--- config.mk ---
export PLATFORM = sky130hd
export DESIGN_NAME = irq_ctrl
export DESIGN_NICKNAME = d
export VERILOG_FILES = /design/src/rtl/irq_pkg.sv /design/src/rtl/irq_sync.sv /design/src/rtl/irq_ctrl.sv
export SDC_FILE = /design/constraint.sdc
export NUM_CORES = 1
export LEC_CHECK = 0
export CORE_UTILIZATION = 47
export DETAILED_ROUTE_END_ITERATION = 12
export PLACE_DENSITY = 0.82
export SYNTH_ARGS = -nofsm -noshare
export SYNTH_HDL_FRONTEND = slang
export SYNTH_HIERARCHICAL = 1
export SYNTH_SLANG_ARGS = --single-unit
--- constraint.sdc ---
create_clock -name clk -period 3 [get_ports clk]
set_input_delay 0.75 -clock clk [delete_from_list [all_inputs] [get_ports clk]]
set_output_delay 0.75 -clock clk [all_outputs]
set_load 0.05 [all_outputs]
--- src/rtl/irq_pkg.sv ---
// Shared definitions for the interrupt controller.
// Provides the register offset map, the interrupt id width and a helper
// that builds the mask of implemented channel bits for a given channel count.
package irq_pkg;

    localparam int ID_W = 5;

    // Word offsets of the four registers relative to the block base address
    typedef enum logic [1:0] {
        OFF_PENDING = 2'd0,
        OFF_ENABLE  = 2'd1,
        OFF_MODE    = 2'd2,
        OFF_CLAIM   = 2'd3
    } reg_off_e;

    // One bit set for every implemented channel; the bits above stay zero
    function automatic logic [31:0] impl_mask(input int n);
        logic [31:0] m;
        m = 32'd0;
        for (int i = 0; i < 32; i++) begin
            m[i] = (i < n);
        end
        return m;
    endfunction

endpackage

--- src/rtl/irq_sync.sv ---
// Two-stage synchroniser for asynchronous request lines.
// Ports:
//   clk_i  - destination clock
//   rst_i  - asynchronous active-high reset, clears both stages
//   d_i    - asynchronous input lines
//   q_o    - synchronised lines (two clock edges of latency)
module irq_sync #(
    parameter int WIDTH = 8
) (
    input  logic             clk_i,
    input  logic             rst_i,
    input  logic [WIDTH-1:0] d_i,
    output logic [WIDTH-1:0] q_o
);

    logic [WIDTH-1:0] meta_q;
    logic [WIDTH-1:0] sync_q;

    // Two flop stages; the first may go metastable, the second is the clean copy
    always_ff @(posedge clk_i or posedge rst_i) begin
        if (rst_i) begin
            meta_q <= '0;
            sync_q <= '0;
        end else begin
            meta_q <= d_i;
            sync_q <= meta_q;
        end
    end

    assign q_o = sync_q;

endmodule

--- src/rtl/irq_ctrl.sv ---
// Memory-mapped interrupt controller.
// Registers (word addresses from BASE_ADDR): +0 PENDING (R, W1C), +1 ENABLE (R/W),
// +2 MODE (R/W, 1=edge 0=level), +3 CLAIM (R: [31]=interrupt, [4:0]=id).
// Ports:
//   clk, rst          - clock, asynchronous active-high reset
//   irq_in            - asynchronous request lines, one per channel
//   dbus_addr/write/wen - CPU data bus word address, write data, write enable
//   dbus_read         - read data, valid one cycle after the address
//   dbus_hit          - previous-cycle address fell in this block
//   interrupt         - registered OR of enabled pending channels
//   irq_id            - lowest-index enabled pending channel
module irq_ctrl
    import irq_pkg::*;
#(
    parameter int          N_IRQ     = 8,
    parameter logic [15:0] BASE_ADDR = 16'hFF00
) (
    input  logic             clk,
    input  logic             rst,
    input  logic [N_IRQ-1:0] irq_in,
    input  logic [15:0]      dbus_addr,
    input  logic [31:0]      dbus_write,
    input  logic             dbus_wen,
    output logic [31:0]      dbus_read,
    output logic             dbus_hit,
    output logic             interrupt,
    output logic [ID_W-1:0]  irq_id
);

    localparam logic [31:0] MASK = impl_mask(N_IRQ);

    // Register state is held 32 bits wide; bits at or above N_IRQ are forced to zero
    logic [N_IRQ-1:0] sync_s;
    logic [31:0]      sync_w_s;
    logic [31:0]      prev_q;
    logic [31:0]      rise_s;
    logic [31:0]      w1c_s;
    logic [31:0]      active_s;
    logic [31:0]      pend_q, pend_d;
    logic [31:0]      en_q, en_d;
    logic [31:0]      mode_q, mode_d;
    logic [31:0]      rd_q, rd_d;
    logic             hit_q;
    logic             int_q, int_d;
    logic [ID_W-1:0]  id_q, id_d;
    logic [15:0]      offset_s;
    logic             sel_s;
    reg_off_e         off_s;

    irq_sync #(
        .WIDTH (N_IRQ)
    ) u_sync (
        .clk_i (clk),
        .rst_i (rst),
        .d_i   (irq_in),
        .q_o   (sync_s)
    );

    // Address decode; the subtraction wraps so addresses below the base miss
    always_comb begin
        offset_s = dbus_addr - BASE_ADDR;
        sel_s    = (offset_s < 16'd4);
        off_s    = reg_off_e'(offset_s[1:0]);
        sync_w_s = 32'd0;
        sync_w_s[N_IRQ-1:0] = sync_s;
    end

    // Register write decode and pending next-state
    always_comb begin
        w1c_s  = 32'd0;
        en_d   = en_q;
        mode_d = mode_q;
        if (dbus_wen && sel_s) begin
            case (off_s)
                OFF_PENDING: w1c_s  = dbus_write & MASK;
                OFF_ENABLE:  en_d   = dbus_write & MASK;
                OFF_MODE:    mode_d = dbus_write & MASK;
                OFF_CLAIM:   w1c_s  = 32'd0;
                default:     w1c_s  = 32'd0;
            endcase
        end else begin
            w1c_s = 32'd0;
        end
        rise_s = sync_w_s & ~prev_q;
        // Edge channels: a new rise wins over a simultaneous clear.
        // Level channels: mirror the synchronised line, ignoring clears.
        pend_d = ((mode_q & ((pend_q & ~w1c_s) | rise_s)) | (~mode_q & sync_w_s)) & MASK;
    end

    // Priority encode: scan downwards so the lowest active index is written last
    always_comb begin
        active_s = pend_q & en_q;
        int_d    = |active_s;
        id_d     = {ID_W{1'b0}};
        for (int i = 31; i >= 0; i--) begin
            if (active_s[i]) begin
                id_d = ID_W'(i);
            end else begin
                id_d = id_d;
            end
        end
    end

    // Read mux, registered so data arrives one cycle after the address
    always_comb begin
        rd_d = 32'd0;
        if (sel_s) begin
            case (off_s)
                OFF_PENDING: rd_d = pend_q;
                OFF_ENABLE:  rd_d = en_q;
                OFF_MODE:    rd_d = mode_q;
                OFF_CLAIM:   rd_d = {int_q, 26'd0, id_q};
                default:     rd_d = 32'd0;
            endcase
        end else begin
            rd_d = 32'd0;
        end
    end

    // State and output registers
    always_ff @(posedge clk or posedge rst) begin
        if (rst) begin
            prev_q <= 32'd0;
            pend_q <= 32'd0;
            en_q   <= 32'd0;
            mode_q <= MASK;
            rd_q   <= 32'd0;
            hit_q  <= 1'b0;
            int_q  <= 1'b0;
            id_q   <= {ID_W{1'b0}};
        end else begin
            prev_q <= sync_w_s;
            pend_q <= pend_d;
            en_q   <= en_d;
            mode_q <= mode_d;
            rd_q   <= rd_d;
            hit_q  <= sel_s;
            int_q  <= int_d;
            id_q   <= id_d;
        end
    end

    assign dbus_read = rd_q;
    assign dbus_hit  = hit_q;
    assign interrupt = int_q;
    assign irq_id    = id_q;

endmodule

# Word-level counts from Yosys, hierarchy flattened
# Cells that the tools add are included.
[totals]
inputBits = 59
regBits = 87
word_cells = 66
output_inout_bits = 39
[op_classes]
n_reduce_logical = 5
add_sub_neg = 1
n_lt_le_gt_ge = 1
n_bitwise = 10
n_eq_ne = 3
n_mux = 36
[op_table]
columns = ["op", "count"]
rows = [
  ["2-to-1 mux 5 bit", 32],
  ["case mux 32 bit (4 select lines)", 1],
  ["AND 8 bit", 5],
  ["2-to-1 mux 32 bit", 1],
  ["OR reduction 32 bit", 1],
  ["NOT 8 bit", 3],
  ["less-than comparator 16 x 3 -> 1 bit (second input constant)", 1],
  ["2-to-1 mux 8 bit", 2],
  ["OR 8 bit", 2],
  ["subtractor 16 bit (second input constant)", 1],
  ["== test 2 bit (second input constant)", 2],
  ["AND reduction 2 bit", 2],
  ["== test 2 x 1 -> 1 bit (second input constant)", 1],
  ["zero test 2 bit", 1],
  ["logical AND 1 bit", 1],
]

# Logic depth before layout (Yosys ltp)
[depth]
depth_word = 32
depth_mapped = 6
ltp_nobuf = 4

# Cells and area by module
# Netlist, hierarchy kept.
[modules_own_cells]
columns = ["mod", "instances", "area_per_inst_um2", "seq_area_each_um2", "cells_per_inst"]
rows = [
  ["irq_ctrl", 1, 2195.9, 1161.1, 177],
  ["irq_sync", 1, 404.1, 400.4, 17],
]

# Worst setup path after synthesis
# No wires, ideal clock.
[synth_timing]
path_type = "in2reg"
start = "input dbus_addr[6]"
end = "register mode_q[0]"
cell_stages = 6
arrival_ns = 2.196
slack_ns = 0.722
n_path_buf = 2
setup_time_ns = 0.082
t_required_ns = 2.918
path_cell_list = "or4_4 > nor4_4 > buf_6 > and3_4 > buf_12 > mux2_4"
[synth_via]
elab_chain_len = 4
[synth_lines]
columns = ["item", "line_no", "source"]
rows = [
  ["start: declaration", "irq_ctrl.sv:21", "input logic [15:0] dbus_addr,"],
  ["subtractor 16 bit", "irq_ctrl.sv:61", "offset_s = dbus_addr - BASE_ADDR;"],
  ["less-than comparator 16 x 3 -> 1 bit", "irq_ctrl.sv:62", "sel_s = (offset_s < 16'd4);"],
  ["logical AND 1 bit", "irq_ctrl.sv:73", "if (dbus_wen && sel_s) begin"],
  ["AND reduction 2 bit (no source line)", "n/a", ""],
  ["end signal: assignment", "irq_ctrl.sv:135", "mode_q <= mode_d;"],
  ["end: declaration", "irq_ctrl.sv:41", "logic [31:0] mode_q, mode_d;"],
]
# Every way passes these cells.
# A chain may end at the register's enable or synchronous reset.

# Worst setup path in the final report
[layout_timing]
start = "input dbus_addr[6]"
end = "register en_q[1]"
[layout_via]
elab_chain_len = 4
[layout_lines]
columns = ["item", "line_no", "source"]
rows = [
  ["subtractor 16 bit", "irq_ctrl.sv:61", ""],
  ["less-than comparator 16 x 3 -> 1 bit", "irq_ctrl.sv:62", ""],
  ["logical AND 1 bit", "irq_ctrl.sv:73", ""],
  ["AND reduction 2 bit (no source line)", "n/a", ""],
  ["end signal: assignment", "irq_ctrl.sv:134", "en_q <= en_d;"],
  ["end: declaration", "irq_ctrl.sv:40", "logic [31:0] en_q, en_d;"],
]
# Every way passes these cells.

==> metrics.yaml <==
route:
  route.detailed.drc: 0
  drtIter0Drc: 148
  detail_route.wl_per_cell_um: 14.1
  dr.pass1.iters: 4
  viasPerCell: 4.94
  ant_nets: 0
  vias: 1614
  wl_um: 4620
final_layout:
  num_antenna_cells: 0
  regArea_um2: 1560
  area_delta_synth_final_pct: 24.2
  mostFrequentLayoutCells: "dfrtp_1 (54), clkdlybuf4s50_1 (48), conb_1 (25)"
  nFillCells: 396
  fin_cells: 327
  multiInputGateArea_um2: 877
  final_common_cell: "dfrtp_1"
  nets: 311
  drive_gt1_share_pct: 19.1
power:
  vdd_drop_max_mv: 0.354
  powerDensity_nw_per_um2: 508
  leakagePower_uw: 0.00144
worst_setup_path:
  cp.required_ps: 3220
  critPathMaxFanout: 7
  crit_start: "dbus_addr[6]"
  r2r_start: "pend_q[2]$_DFF_PP0_"
  cp-end-kind: "register"
  rrSetupSlack_ps: 1850
  setup.worst_path.start_class: "primary input"
  worstSetupPathType: "in2reg"
  arrival_ps: 2680
  critical_path.endpoint: "en_q[1]$_DFFE_PP0P_"
  rr_worst_depth: 2
  r2r-end: "dbus_read[2]$_DFF_PP0_"
sta:
  finalMaxSlewViolations: 0
  grt_setup_unrepaired: "no"
  worst_slew_pin_slew_ps: 590
  max_freq_mhz: 407
  clock_skew_ps: 11.7
  hold_viol_final: 0
  setup_viol: 0
  timing.setup.tns_ps: 0
  slew_headroom_pct: 60.6
  fin_crit_ps: 2460
  min_period_over_period_pct: 81.9
status:
  status: "complete, no violations"
yosys:
  synth_warnings: 6
  synth.cell_area_um2: 2600
  yosysUniqueCellTypes: 31
  yosysSeqAreaShare_pct: 60.1
  syn_avg_cell_area_um2: 13.4
  syn_inst: 194
  ys_ff_latch: 62
floorplanning:
  ios: 98
  rows: 26
  die_h_um: 76.4
  fp.dieW_um: 76.4
  start_util_pct: 50.0
  fp.dieArea_um2: 5830
  core_um2: 5200
grt:
  grt_pass1_vias: 1627
  grt_max_degree: 47
  grtUsageTotal_pct: 18.0
  antenna_found_initial: 0
  grt_pass1_wl_um: 7930
  grt_overflow: 0
clocking:
  htreeDepth: 3
  cts_resized: 0
  cts_setup_buffers: 0
  clk_pin_slew_ps: 60
  ctsHoldBuffers: 0
  clock_latency_ps: 340
  cts_buffers: 9
  root_buffer: "clkbuf_8"
  cts_tree: "done"
  cts_sinks: 62
  clock_path_buffers: 2
placed_design:
  io_buffers: 48
  dpl.hpwl_um: 3280
  dp.cells: 311
  gp_congestion: 0.816
job:
  maxCapViolCount: 0
hold_path:
  hp-class: "reg2reg"
## cell type report
class                   count  share of cell area, %
clock buffers              14                   4.73
clock inverters             2                  0.310
repair buffers             55                   16.5
multi-input cells         122                   27.2
inverters                   2                  0.232
flip-flops and latches     62                   48.4
well taps                  70                   2.71
## worst min path at each step
stage	start	end	cells past startpoint
after floorplan	u_sync/meta_q[0]$_DFF_PP0_	u_sync/q_o[0]$_DFF_PP0_	0
after global placement	u_sync/meta_q[5]$_DFF_PP0_	u_sync/q_o[5]$_DFF_PP0_	0
after detailed placement	u_sync/meta_q[3]$_DFF_PP0_	u_sync/q_o[3]$_DFF_PP0_	0
after CTS	u_sync/meta_q[3]$_DFF_PP0_	u_sync/q_o[3]$_DFF_PP0_	0
after global routing	u_sync/meta_q[1]$_DFF_PP0_	u_sync/q_o[1]$_DFF_PP0_	0
final	u_sync/meta_q[1]$_DFF_PP0_	u_sync/q_o[1]$_DFF_PP0_	0
## power by group
part	internal (µW)	total [µW]	switching, µW
clock network	320	605	284
logic	55.3	165	109
registers	859	872	12.6
## registers in the layout (all words and copies together), names as in the netlist
| register | count |
|---|---|
| dbus_hit | 1 |
| dbus_read | 9 |
| en_q | 8 |
| interrupt | 1 |
| irq_id | 3 |
| mode_q | 8 |
| pend_q | 8 |
| prev_q | 8 |
| u_sync/meta_q | 8 |
| u_sync/q_o | 8 |
## metrics by stage
step	utilization (%)	hold WS [ps]	power [µW]	worst slack, ps	instance area, µm²
floorplan	-	331	1010	722	2690
finish	62.0	352	1640	543	3230
global route	62.0	357	1720	476	3230
CTS	62.0	349	1660	546	3230
global placement	58.9	331	1050	201	3070
detailed placement	58.9	336	1050	183	3070
## critical path, stage by stage
cell and delay [ps]:
clkdlybuf4s50_1 410, or4_4 550, nor4_4 180, and4b_1 270, buf_4 180, mux2_2 340
## per-layer routing
layer	GRT usage [%]	routed length [µm]	vias up
met5	0	0	-
met4	5.77	68	0
met1	22.6	2020	776
li1	-	-	751
met3	7.66	352	10
met2	28.1	2180	77
## cell families after synthesis
kind of cell / Yosys count / synth area share [%]
multiplexers: 24 / 12.6
buffers and inverters: 34 / 9.67
other: 1 / 0.144
AO/OA/AOI/OAI: 18 / 5.39
AND/OR/NAND/NOR: 55 / 12.1
flip-flops: 62 / 60.1
## synth_stat cells
cell type | instances | share of area (%)
a32o_1 | 9 | 3.5
and2b_1 | 1 | 0.29
buf_12 | 1 | 0.77
or4_4 | 1 | 0.43
buf_2 | 1 | 0.19
and4b_1 | 1 | 0.39
mux4_2 | 3 | 2.6
dfrtp_1 | 54 | 52
conb_1 | 1 | 0.14
nand4bb_1 | 1 | 0.43
and3_4 | 1 | 0.43
nor4_4 | 1 | 0.82
nand2_1 | 24 | 3.5
nand4_1 | 9 | 2.2
o21ai_0 | 6 | 1.2
buf_6 | 1 | 0.43
mux2_2 | 8 | 3.5
and4_1 | 2 | 0.67
mux2i_1 | 5 | 1.9
clkbuf_1 | 2 | 0.29
mux2_4 | 8 | 4.6
and2_1 | 8 | 1.9
nand2b_1 | 1 | 0.24
dfstp_2 | 8 | 8.1
nand3_1 | 3 | 0.58
clkbuf_2 | 1 | 0.19
a21oi_1 | 1 | 0.19
inv_1 | 2 | 0.29
buf_4 | 26 | 7.5
nor2_1 | 2 | 0.29
a22oi_1 | 2 | 0.58
Power figures use the tool's default switching activity.
